`src/rtl/spi_ctrl_master_if.sv`:
```
`default_nettype none
// ============================================================================
// Module   : spi_ctrl_master_if
// Purpose  : Request handshake, frame settings and SPI pins of spi_ctrl_master.
// Revision : 1.0 - initial release
// ============================================================================
interface spi_ctrl_master_if;
    logic       i_valid;
    logic       o_ready;
    logic [3:0] filter_index;
    logic       color_invert;
    logic       grayscale;
    logic       SCLK;
    logic       MOSI;
    logic       SS;
    logic       o_busy;
    logic       o_done;

    modport master (
        input  i_valid, filter_index, color_invert, grayscale,
        output o_ready, SCLK, MOSI, SS, o_busy, o_done
    );

    modport slave (
        output i_valid, filter_index, color_invert, grayscale,
        input  o_ready, SCLK, MOSI, SS, o_busy, o_done
    );
endinterface
`default_nettype wire

```
`src/rtl/spi_ctrl_master.sv`:
```
`default_nettype none
// ============================================================================
// Module   : spi_ctrl_master
// Purpose  : SPI mode-0 master sending one 8-bit filter control frame, MSB first.
//            Optional: SPI_CTRL_AUTO_SEND_EN starts a frame whenever the settings
//            differ from the last frame sent.
// Revision : 1.0 - initial release
// ============================================================================
module spi_ctrl_master #(
    parameter int CLK_DIV  = 4,
    parameter int SS_SETUP = 2,
    parameter int SS_HOLD  = 2,
    parameter int GAP      = 4
) (
    input  logic               clock,
    input  logic               reset,
    spi_ctrl_master_if.master  bus
);

    localparam int c_M1     = (CLK_DIV > SS_SETUP) ? CLK_DIV : SS_SETUP;
    localparam int c_M2     = (SS_HOLD > GAP) ? SS_HOLD : GAP;
    localparam int c_MAXLEN = (c_M1 > c_M2) ? c_M1 : c_M2;
    localparam int c_CW     = (c_MAXLEN > 1) ? $clog2(c_MAXLEN) : 1;

    localparam logic [c_CW-1:0] c_SETUP_LAST = c_CW'(SS_SETUP - 1);
    localparam logic [c_CW-1:0] c_DIV_LAST   = c_CW'(CLK_DIV - 1);
    localparam logic [c_CW-1:0] c_HOLD_LAST  = c_CW'(SS_HOLD - 1);
    localparam logic [c_CW-1:0] c_GAP_LAST   = c_CW'(GAP - 1);

    typedef enum logic [2:0] {
        S_IDLE     = 3'd0,
        S_SETUP    = 3'd1,
        S_SHIFT_LO = 3'd2,
        S_SHIFT_HI = 3'd3,
        S_HOLD     = 3'd4,
        S_GAP      = 3'd5
    } state_t;

    state_t            r_state;
    logic [c_CW-1:0]   r_cnt;
    logic [2:0]        r_bit;
    logic [7:0]        r_shift;
    logic              r_ss;
    logic              r_sclk;
    logic              r_mosi;
    logic              r_ready;
    logic              r_busy;
    logic              r_done;

    state_t            w_state_nxt;
    logic [c_CW-1:0]   w_cnt_nxt;
    logic [2:0]        w_bit_nxt;
    logic [7:0]        w_shift_nxt;
    logic              w_ss_nxt;
    logic              w_sclk_nxt;
    logic              w_mosi_nxt;
    logic              w_done_nxt;
    logic              w_cnt_end;
    logic              w_start;
    logic              w_accept;
    logic [5:0]        w_settings;
    logic [7:0]        w_frame;

    assign w_settings = {bus.grayscale, bus.color_invert, bus.filter_index};
    // Bit 7 clear selects the receiver's unshifted decode.
    assign w_frame    = {2'b00, w_settings};

`ifdef SPI_CTRL_AUTO_SEND_EN
    logic [5:0] r_shadow;

    assign w_start = bus.i_valid || (w_settings != r_shadow);

    always_ff @(posedge clock or negedge reset) begin
        if (!reset) begin
            r_shadow <= 6'd0;
        end else if (w_accept) begin
            r_shadow <= w_settings;
        end
    end
`else
    assign w_start = bus.i_valid;
`endif

    assign w_accept = r_ready && (r_state == S_IDLE) && w_start;

    always_comb begin
        w_cnt_end = 1'b0;
        case (r_state)
            S_SETUP:    w_cnt_end = (r_cnt == c_SETUP_LAST);
            S_SHIFT_LO: w_cnt_end = (r_cnt == c_DIV_LAST);
            S_SHIFT_HI: w_cnt_end = (r_cnt == c_DIV_LAST);
            S_HOLD:     w_cnt_end = (r_cnt == c_HOLD_LAST);
            S_GAP:      w_cnt_end = (r_cnt == c_GAP_LAST);
            default:    w_cnt_end = 1'b0;
        endcase
    end

    always_comb begin
        w_state_nxt = r_state;
        w_cnt_nxt   = r_cnt;
        w_bit_nxt   = r_bit;
        w_shift_nxt = r_shift;
        w_ss_nxt    = r_ss;
        w_sclk_nxt  = r_sclk;
        w_mosi_nxt  = r_mosi;
        w_done_nxt  = 1'b0;

        if (r_state != S_IDLE) begin
            w_cnt_nxt = w_cnt_end ? '0 : r_cnt + c_CW'(1);
        end

        case (r_state)
            S_IDLE: begin
                w_cnt_nxt  = '0;
                w_ss_nxt   = 1'b1;
                w_sclk_nxt = 1'b0;
                if (w_accept) begin
                    w_state_nxt = S_SETUP;
                    w_shift_nxt = w_frame;
                    w_bit_nxt   = 3'd0;
                    w_ss_nxt    = 1'b0;
                    w_mosi_nxt  = w_frame[7];
                end
            end
            S_SETUP: begin
                if (w_cnt_end) begin
                    w_state_nxt = S_SHIFT_LO;
                end
            end
            S_SHIFT_LO: begin
                if (w_cnt_end) begin
                    w_state_nxt = S_SHIFT_HI;
                    w_sclk_nxt  = 1'b1;
                end
            end
            S_SHIFT_HI: begin
                if (w_cnt_end) begin
                    w_sclk_nxt = 1'b0;
                    if (r_bit != 3'd7) begin
                        // MOSI moves to the next bit together with the SCLK fall.
                        w_state_nxt = S_SHIFT_LO;
                        w_bit_nxt   = r_bit + 3'd1;
                        w_shift_nxt = {r_shift[6:0], 1'b0};
                        w_mosi_nxt  = r_shift[6];
                    end else begin
                        w_state_nxt = S_HOLD;
                    end
                end
            end
            S_HOLD: begin
                if (w_cnt_end) begin
                    w_state_nxt = S_GAP;
                    w_ss_nxt    = 1'b1;
                    w_mosi_nxt  = 1'b0;
                end
            end
            S_GAP: begin
                if (w_cnt_end) begin
                    w_state_nxt = S_IDLE;
                    w_done_nxt  = 1'b1;
                end
            end
            default: begin
                w_state_nxt = S_IDLE;
                w_cnt_nxt   = '0;
                w_ss_nxt    = 1'b1;
                w_sclk_nxt  = 1'b0;
                w_mosi_nxt  = 1'b0;
            end
        endcase
    end

    always_ff @(posedge clock or negedge reset) begin
        if (!reset) begin
            r_state <= S_IDLE;
            r_cnt   <= '0;
            r_bit   <= 3'd0;
            r_shift <= 8'd0;
            r_ss    <= 1'b1;
            r_sclk  <= 1'b0;
            r_mosi  <= 1'b0;
            r_ready <= 1'b0;
            r_busy  <= 1'b0;
            r_done  <= 1'b0;
        end else begin
            r_state <= w_state_nxt;
            r_cnt   <= w_cnt_nxt;
            r_bit   <= w_bit_nxt;
            r_shift <= w_shift_nxt;
            r_ss    <= w_ss_nxt;
            r_sclk  <= w_sclk_nxt;
            r_mosi  <= w_mosi_nxt;
            r_ready <= (w_state_nxt == S_IDLE);
            r_busy  <= (w_state_nxt != S_IDLE);
            r_done  <= w_done_nxt;
        end
    end

    assign bus.o_ready = r_ready;
    assign bus.o_busy  = r_busy;
    assign bus.o_done  = r_done;
    assign bus.SS      = r_ss;
    assign bus.SCLK    = r_sclk;
    assign bus.MOSI    = r_mosi;

endmodule
`default_nettype wire
```
`src/flat_wrapper.sv`:
```
// flat-port wrapper written by rule: the top's interface ports become plain ports
module spi_ctrl_master_flat 
#(
    parameter int CLK_DIV  = 4,
    parameter int SS_SETUP = 2,
    parameter int SS_HOLD  = 2,
    parameter int GAP      = 4
)
  (clock, reset, bus_i_valid, bus_filter_index, bus_color_invert, bus_grayscale, bus_o_ready, bus_SCLK, bus_MOSI, bus_SS, bus_o_busy, bus_o_done);
  spi_ctrl_master_if bus_i ();
  input  logic clock;
  input  logic reset;
  input wire logic [$bits(bus_i.i_valid)-1:0] bus_i_valid;
  input wire logic [$bits(bus_i.filter_index)-1:0] bus_filter_index;
  input wire logic [$bits(bus_i.color_invert)-1:0] bus_color_invert;
  input wire logic [$bits(bus_i.grayscale)-1:0] bus_grayscale;
  output wire logic [$bits(bus_i.o_ready)-1:0] bus_o_ready;
  output wire logic [$bits(bus_i.SCLK)-1:0] bus_SCLK;
  output wire logic [$bits(bus_i.MOSI)-1:0] bus_MOSI;
  output wire logic [$bits(bus_i.SS)-1:0] bus_SS;
  output wire logic [$bits(bus_i.o_busy)-1:0] bus_o_busy;
  output wire logic [$bits(bus_i.o_done)-1:0] bus_o_done;
  assign bus_i.i_valid = bus_i_valid;
  assign bus_i.filter_index = bus_filter_index;
  assign bus_i.color_invert = bus_color_invert;
  assign bus_i.grayscale = bus_grayscale;
  assign bus_o_ready = bus_i.o_ready;
  assign bus_SCLK = bus_i.SCLK;
  assign bus_MOSI = bus_i.MOSI;
  assign bus_SS = bus_i.SS;
  assign bus_o_busy = bus_i.o_busy;
  assign bus_o_done = bus_i.o_done;
  spi_ctrl_master #(.CLK_DIV(CLK_DIV), .SS_SETUP(SS_SETUP), .SS_HOLD(SS_HOLD), .GAP(GAP)) u_core (.clock(clock), .reset(reset), .bus(bus_i));
endmodule
```
`config.mk`:
```
export PLATFORM = sky130hd
export DESIGN_NAME = spi_ctrl_master_flat
export DESIGN_NICKNAME = d
export VERILOG_FILES = /design/src/rtl/spi_ctrl_master_if.sv /design/src/rtl/spi_ctrl_master.sv /design/src/flat_wrapper.sv
export SDC_FILE = /design/constraint.sdc
export NUM_CORES = 1
export LEC_CHECK = 0
export CAP_MARGIN = 5
export CORE_ASPECT_RATIO = 1.1
export CORE_MARGIN = 5
export CORE_UTILIZATION = 52
export CTS_BUF_LIST = sky130_fd_sc_hd__clkbuf_16
export DETAILED_ROUTE_END_ITERATION = 16
export HOLD_SLACK_MARGIN = 0.02
export PLACE_DENSITY = 0.75
export SLEW_MARGIN = 20
export SYNTH_ARGS = -nofsm -noshare
export SYNTH_HDL_FRONTEND = slang
export SYNTH_SLANG_ARGS = --single-unit
```
`constraint.sdc`:
```
create_clock -name clock -period 2.2 [get_ports clock]
set_input_delay 0.22 -clock clock [delete_from_list [all_inputs] [get_ports clock]]
set_output_delay 0.22 -clock clock [all_outputs]
set_load 0.02 [all_outputs]
```
# Yosys cells after proc, flatten, opt, wreduce, memory -nomap -nowiden
# Cells that the tools add are included.
[totals] reg_bits=21 in_bits=9 out_inout_bits=6 word_cells=77
[op_classes] n_addsub=2 eq_ne=14 muxes=31 n_bitwise=3 reduce_logical=17
[ops] cell="$mux 3" count=10
[ops] cell="$mux 7" count=3
[ops] cell="$pmux 3 s6" count=1
[ops] cell="$pmux 7 s2" count=1
[ops] cell="$ne 2x1->1 const B" count=6
[ops] cell="$reduce_or 3->1" count=3
[ops] cell="$mux 1" count=8
[ops] cell="$eq 3x2->1 const B" count=2
[ops] cell="$eq 3x3->1 const B" count=2
[ops] cell="$logic_not 3->1" count=2
[ops] cell="$mux 2" count=3
[ops] cell="$pmux 1 s3" count=2
[ops] cell="$pmux 3 s2" count=1
[ops] cell="$reduce_bool 3->1" count=2
[ops] cell="$reduce_and 5->1" count=1
[ops] cell="$reduce_or 5->1" count=1
[ops] cell="$pmux 1 s4" count=1
[ops] cell="$reduce_and 4->1" count=1
[ops] cell="$reduce_or 4->1" count=1
[ops] cell="$add 3x1->3 const B" count=1
[ops] cell="$eq 3x1->1 const B" count=1
[ops] cell="$ne 3x3->1 const B" count=1
[ops] cell="$not 1->1" count=3
[ops] cell="$reduce_and 3->1" count=1
[ops] cell="other kinds (8)" count=9

# Longest topological paths before layout
[depth] ltp_word=6 mapped_depth=5 depth_no_buf=5

# Worst setup path after synthesis
# No wires, ideal clock.
[synth_timing] path_kind="register to register" startpoint="register u_core.r_bit[0]" endpoint="register u_core.r_shift[1]" setup_ns=0.125 t_arrival_ns=1.528 t_required_ns=2.075 setup_slack_ns=0.547 path_stages_with_launch=6 n_path_buf=0 synth_period_minus_slack_ns=1.653 path_cell_list="dfrtp_1 > ha_1 > ha_1 > nor3_4 > nor2_8 > mux2_4"
[synth_between] elab_chain_cells=3
[synth_rtl] item="from (decl)" line_no="spi_ctrl_master.sv:41" text="logic [2:0] r_bit;"
[synth_rtl] item="from (signal assigned)" line_no="spi_ctrl_master.sv:188" text="r_bit <= w_bit_nxt;"
[synth_rtl] item="$ne 3x3->1" line_no="spi_ctrl_master.sv:139" text="if (r_bit != 3'd7) begin"
[synth_rtl] item="$ne 2x1->1 (no line)"
[synth_rtl] item="$reduce_and 4->1 (no line)"
[synth_rtl] item="to (signal assigned)" line_no="spi_ctrl_master.sv:189" text="r_shift <= w_shift_nxt;"
[synth_rtl] item="to (decl)" line_no="spi_ctrl_master.sv:42" text="logic [7:0] r_shift;"
# Every way passes these cells.
# A chain may end at the register's enable or synchronous reset.

# Worst setup path after layout
[layout_timing] startpoint="register u_core.r_bit[0]" endpoint="register u_core.r_shift[5]"
# Same word-level chain as after synthesis.

==> flow_summary.json <==
{
  "avgSynthCellArea_um2": 11.4,
  "io_pins": 15,
  "setup.worst_path.end_class": "flip-flop",
  "ys_top_cells_by_area": "dfrtp_1 (47%), mux2_4 (7.0%), mux2_1 (5.2%)",
  "nFillCells": 174,
  "cp.arrival_ns": 1.90,
  "cts-htree-levels": 1,
  "synth_area_um2": 1080,
  "antenna_found_initial": 0,
  "dp_worst_setup_slack_ns": 0.439,
  "status": "finished clean",
  "finalNonFillerCells": 137,
  "critPathMaxStageDelay_ns": 0.40,
  "place.gp.congestion": 0.834,
  "post_dp_cell_area_um2": 1240,
  "grt-busiest-layer": "met2",
  "skew_ns": 0.00429,
  "seq_area_frac_synth_pct": 49.0,
  "hold_violations": 0,
  "startpoint_type": "flip-flop",
  "overflow": 0,
  "yosys_warnings": 0,
  "crit_path_top_delay_cell": "nor3_4",
  "relSlewSlack_pct": 61.8,
  "cts_root_buf": "clkbuf_16",
  "fin_crit_sh_pct": 80.1,
  "cts-buffers-inserted": 3,
  "grt_pass1_wl_mm": 3.51,
  "synth.ff_latch_count": 21,
  "cp_top_family": "simple AND/OR/NAND/NOR gates",
  "die_area_um2": 3080,
  "synth_top_area_cell": "dfrtp_1",
  "min_period_ns": 1.76,
  "drc": 0,
  "synth_edf_count": 0,
  "peakVddDrop_v": 0.000423,
  "crit_chain": "ha_1 > ha_1 > nor3_4 > nor2_8 > mux2_4",
  "clockBufferDepth": 2,
  "totalNegativeSetupSlack_ns": 0,
  "cellLeakagePower_nw": 0.601,
  "dp_cells": 133,
  "crit_path_max_fanout": 10,
  "first_pass_iters": 4,
  "grt_usage_pct": 15.4,
  "powerDensity_nw_per_um2": 591,
  "placeableCoreArea_um2": 2000,
  "area_delta_synth_final_pct": 22.3,
  "ctsHoldBuffers": 0,
  "dp_hpwl_mm": 1.44,
  "use_met2_pct": 26.3,
  "synth_cells": 94,
  "initial_core_util_pct": 53.8,
  "hold_ws_ns": 0.337,
  "die_w_um": 53.4,
  "cts_sinks": 21,
  "worst_pin_slew_ns": 0.571,
  "crit_buf_inv": 0,
  "yosys_most_used_dff": "dfrtp_1",
  "nets": 121,
  "portBuffers": 14,
  "fin_total_pwr_uw": 778,
  "grt_pass1_vias": 785,
  "drt-initial-drc-count": 15,
  "holdCritPathClass": "in2async",
  "wl_mm": 2.00,
  "wl_per_cell_um": 14.6,
  "postCtsSetupBuffers": 0,
  "final_layout_size_suffix_gt1_share_pct": 15.6,
  "synthArstFlopShare_pct": 100,
  "num_vias": 778,
  "cap_violations": 0,
  "use_met3_pct": 3.08,
  "fin_util_pct": 65.8,
  "worstSkewPairLatency_ns": 0.25,
  "vias_per_cell": 5.68,
  "regArea_um2": 527,
  "finalInstanceArea_um2": 1320,
  "rsz0062_at_grt": "no",
  "die_h_um": 57.7,
  "ant_nets": 0,
  "criticalPathCategory": "reg2reg",
  "clk_pin_slew_ns": 0.05,
  "cts_resized": 0,
  "maxSlewViolCount": 0,
  "multiInputGateArea_um2": 517,
  "setup_viol": 0,
  "synth_top_area_share_pct": 46.5,
  "grt_util_met1_pct": 18.6,
  "critical_path_required_ns": 2.33,
  "row_count": 17,
  "critPathMostFrequentCell": "ha_1",
  "fmax_ghz": 0.567,
  "finalWorstSetupSlack_ns": 0.437,
  "antenna_cells": 0,
  "syn-num-nets": 105,
  "synth.distinct_cells": 36,
  "grt_max_degree": 18,
  "cts_tree": "done"
}
[placed cells by master (no fill, tap or decap), types with 2 or more instances in the layout]
| master | netlist | layout |
|---|---|---|
| nor2b_1 | 2 | 2 |
| nand3_1 | 2 | 2 |
| o21ai_0 | 4 | 4 |
| nand2b_1 | 2 | 2 |
| clkdlybuf4s50_1 | 0 | 14 |
| mux2_1 | 5 | 5 |
| o21ai_1 | 2 | 2 |
| nand2_1 | 4 | 4 |
| inv_1 | 2 | 3 |
| a22o_1 | 5 | 5 |
| mux2_4 | 5 | 5 |
| dfrtp_1 | 20 | 20 |
| clkbuf_16 | 0 | 3 |
| nor2_1 | 8 | 8 |
| nor3_1 | 3 | 3 |
| ha_1 | 2 | 2 |
| a21oi_1 | 5 | 5 |
| a22oi_1 | 2 | 2 |
[worst paths after layout]
check                                              startpoint                             to  slack [ns]  depth (start not counted)
worst max-delay path              u_core.r_bit[0]$_DFFE_PN0P_  u_core.r_shift[5]$_DFFE_PN0P_        0.44                          5
worst min-delay path                                    reset    u_core.bus.o_busy$_DFF_PN0_        0.34                          1
worst max register to register    u_core.r_bit[0]$_DFFE_PN0P_  u_core.r_shift[5]$_DFFE_PN0P_        0.44                          5
worst min register to register  u_core.r_shift[4]$_DFFE_PN0P_  u_core.r_shift[4]$_DFFE_PN0P_        0.51                          1
max in group asynchronous                               reset    u_core.r_bit[0]$_DFFE_PN0P_        1.32                          2
min in group clock              u_core.r_shift[4]$_DFFE_PN0P_  u_core.r_shift[4]$_DFFE_PN0P_        0.51                          1
[kinds of logic (layout without fill, tap and decap cells)]
| kind of cell | after synthesis | in the layout | share of synthesized area, % |
|---|---|---|---|
| AO/OA/AOI/OAI | 24 | 24 | 14.9 |
| adder cells (fa/ha/maj) | 2 | 2 | 2.33 |
| buffers and inverters | 7 | 22 | 3.02 |
| flip-flops | 21 | 21 | 49.0 |
| multiplexers | 12 | 12 | 14.2 |
| AND/OR/NAND/NOR | 28 | 28 | 16.6 |
[where the power goes]
group	internal (mW)	switching (mW)
combinational	0.0135	0.00911
clock	0.242	0.127
sequential	0.387	0
[cell usage after synthesis (2+ instances only)]
library cell  number
a22o_1             5
nand2_1            4
o21ai_0            4
nor2b_1            2
ha_1               2
mux2_1             5
nor2_1             8
inv_1              2
o21ai_1            2
nor3_1             3
mux2_4             5
nand3_1            2
a21oi_1            5
dfrtp_1           20
buf_2              2
nand2b_1           2
a22oi_1            2
[state kept, by name (all words and copies together), names as in the netlist]
name	count
u_core.bus.MOSI	1
u_core.bus.SCLK	1
u_core.bus.SS	1
u_core.bus.o_busy	1
u_core.bus.o_done	1
u_core.bus.o_ready	1
u_core.r_bit	3
u_core.r_cnt	2
u_core.r_shift	7
u_core.r_state	3
[metal layers]
metal | up-vias | wire [µm]
li1 | 371 | -
met1 | 391 | 862
met2 | 14 | 1050
met3 | 2 | 71
met4 | 0 | 19
met5 | - | 0
[cell type report]
cell class                      instances  area share [%]
Sequential cell                        21            40.0
Multi-Input combinational cell         66            39.3
Timing Repair Buffer                   15            11.2
Clock buffer                            3            5.70
Tap cell                               28            2.66
Inverter                                3           0.856
Clock inverter                          1           0.285
[worst reg2reg max path, stage by stage, from the launching register on]
cell and delay, ns:
dfrtp_1 0.39, ha_1 0.20, ha_1 0.24, nor3_4 0.40
nor2_8 0.10, mux2_4 0.31
No activity file was read; power rests on OpenSTA's default activity.
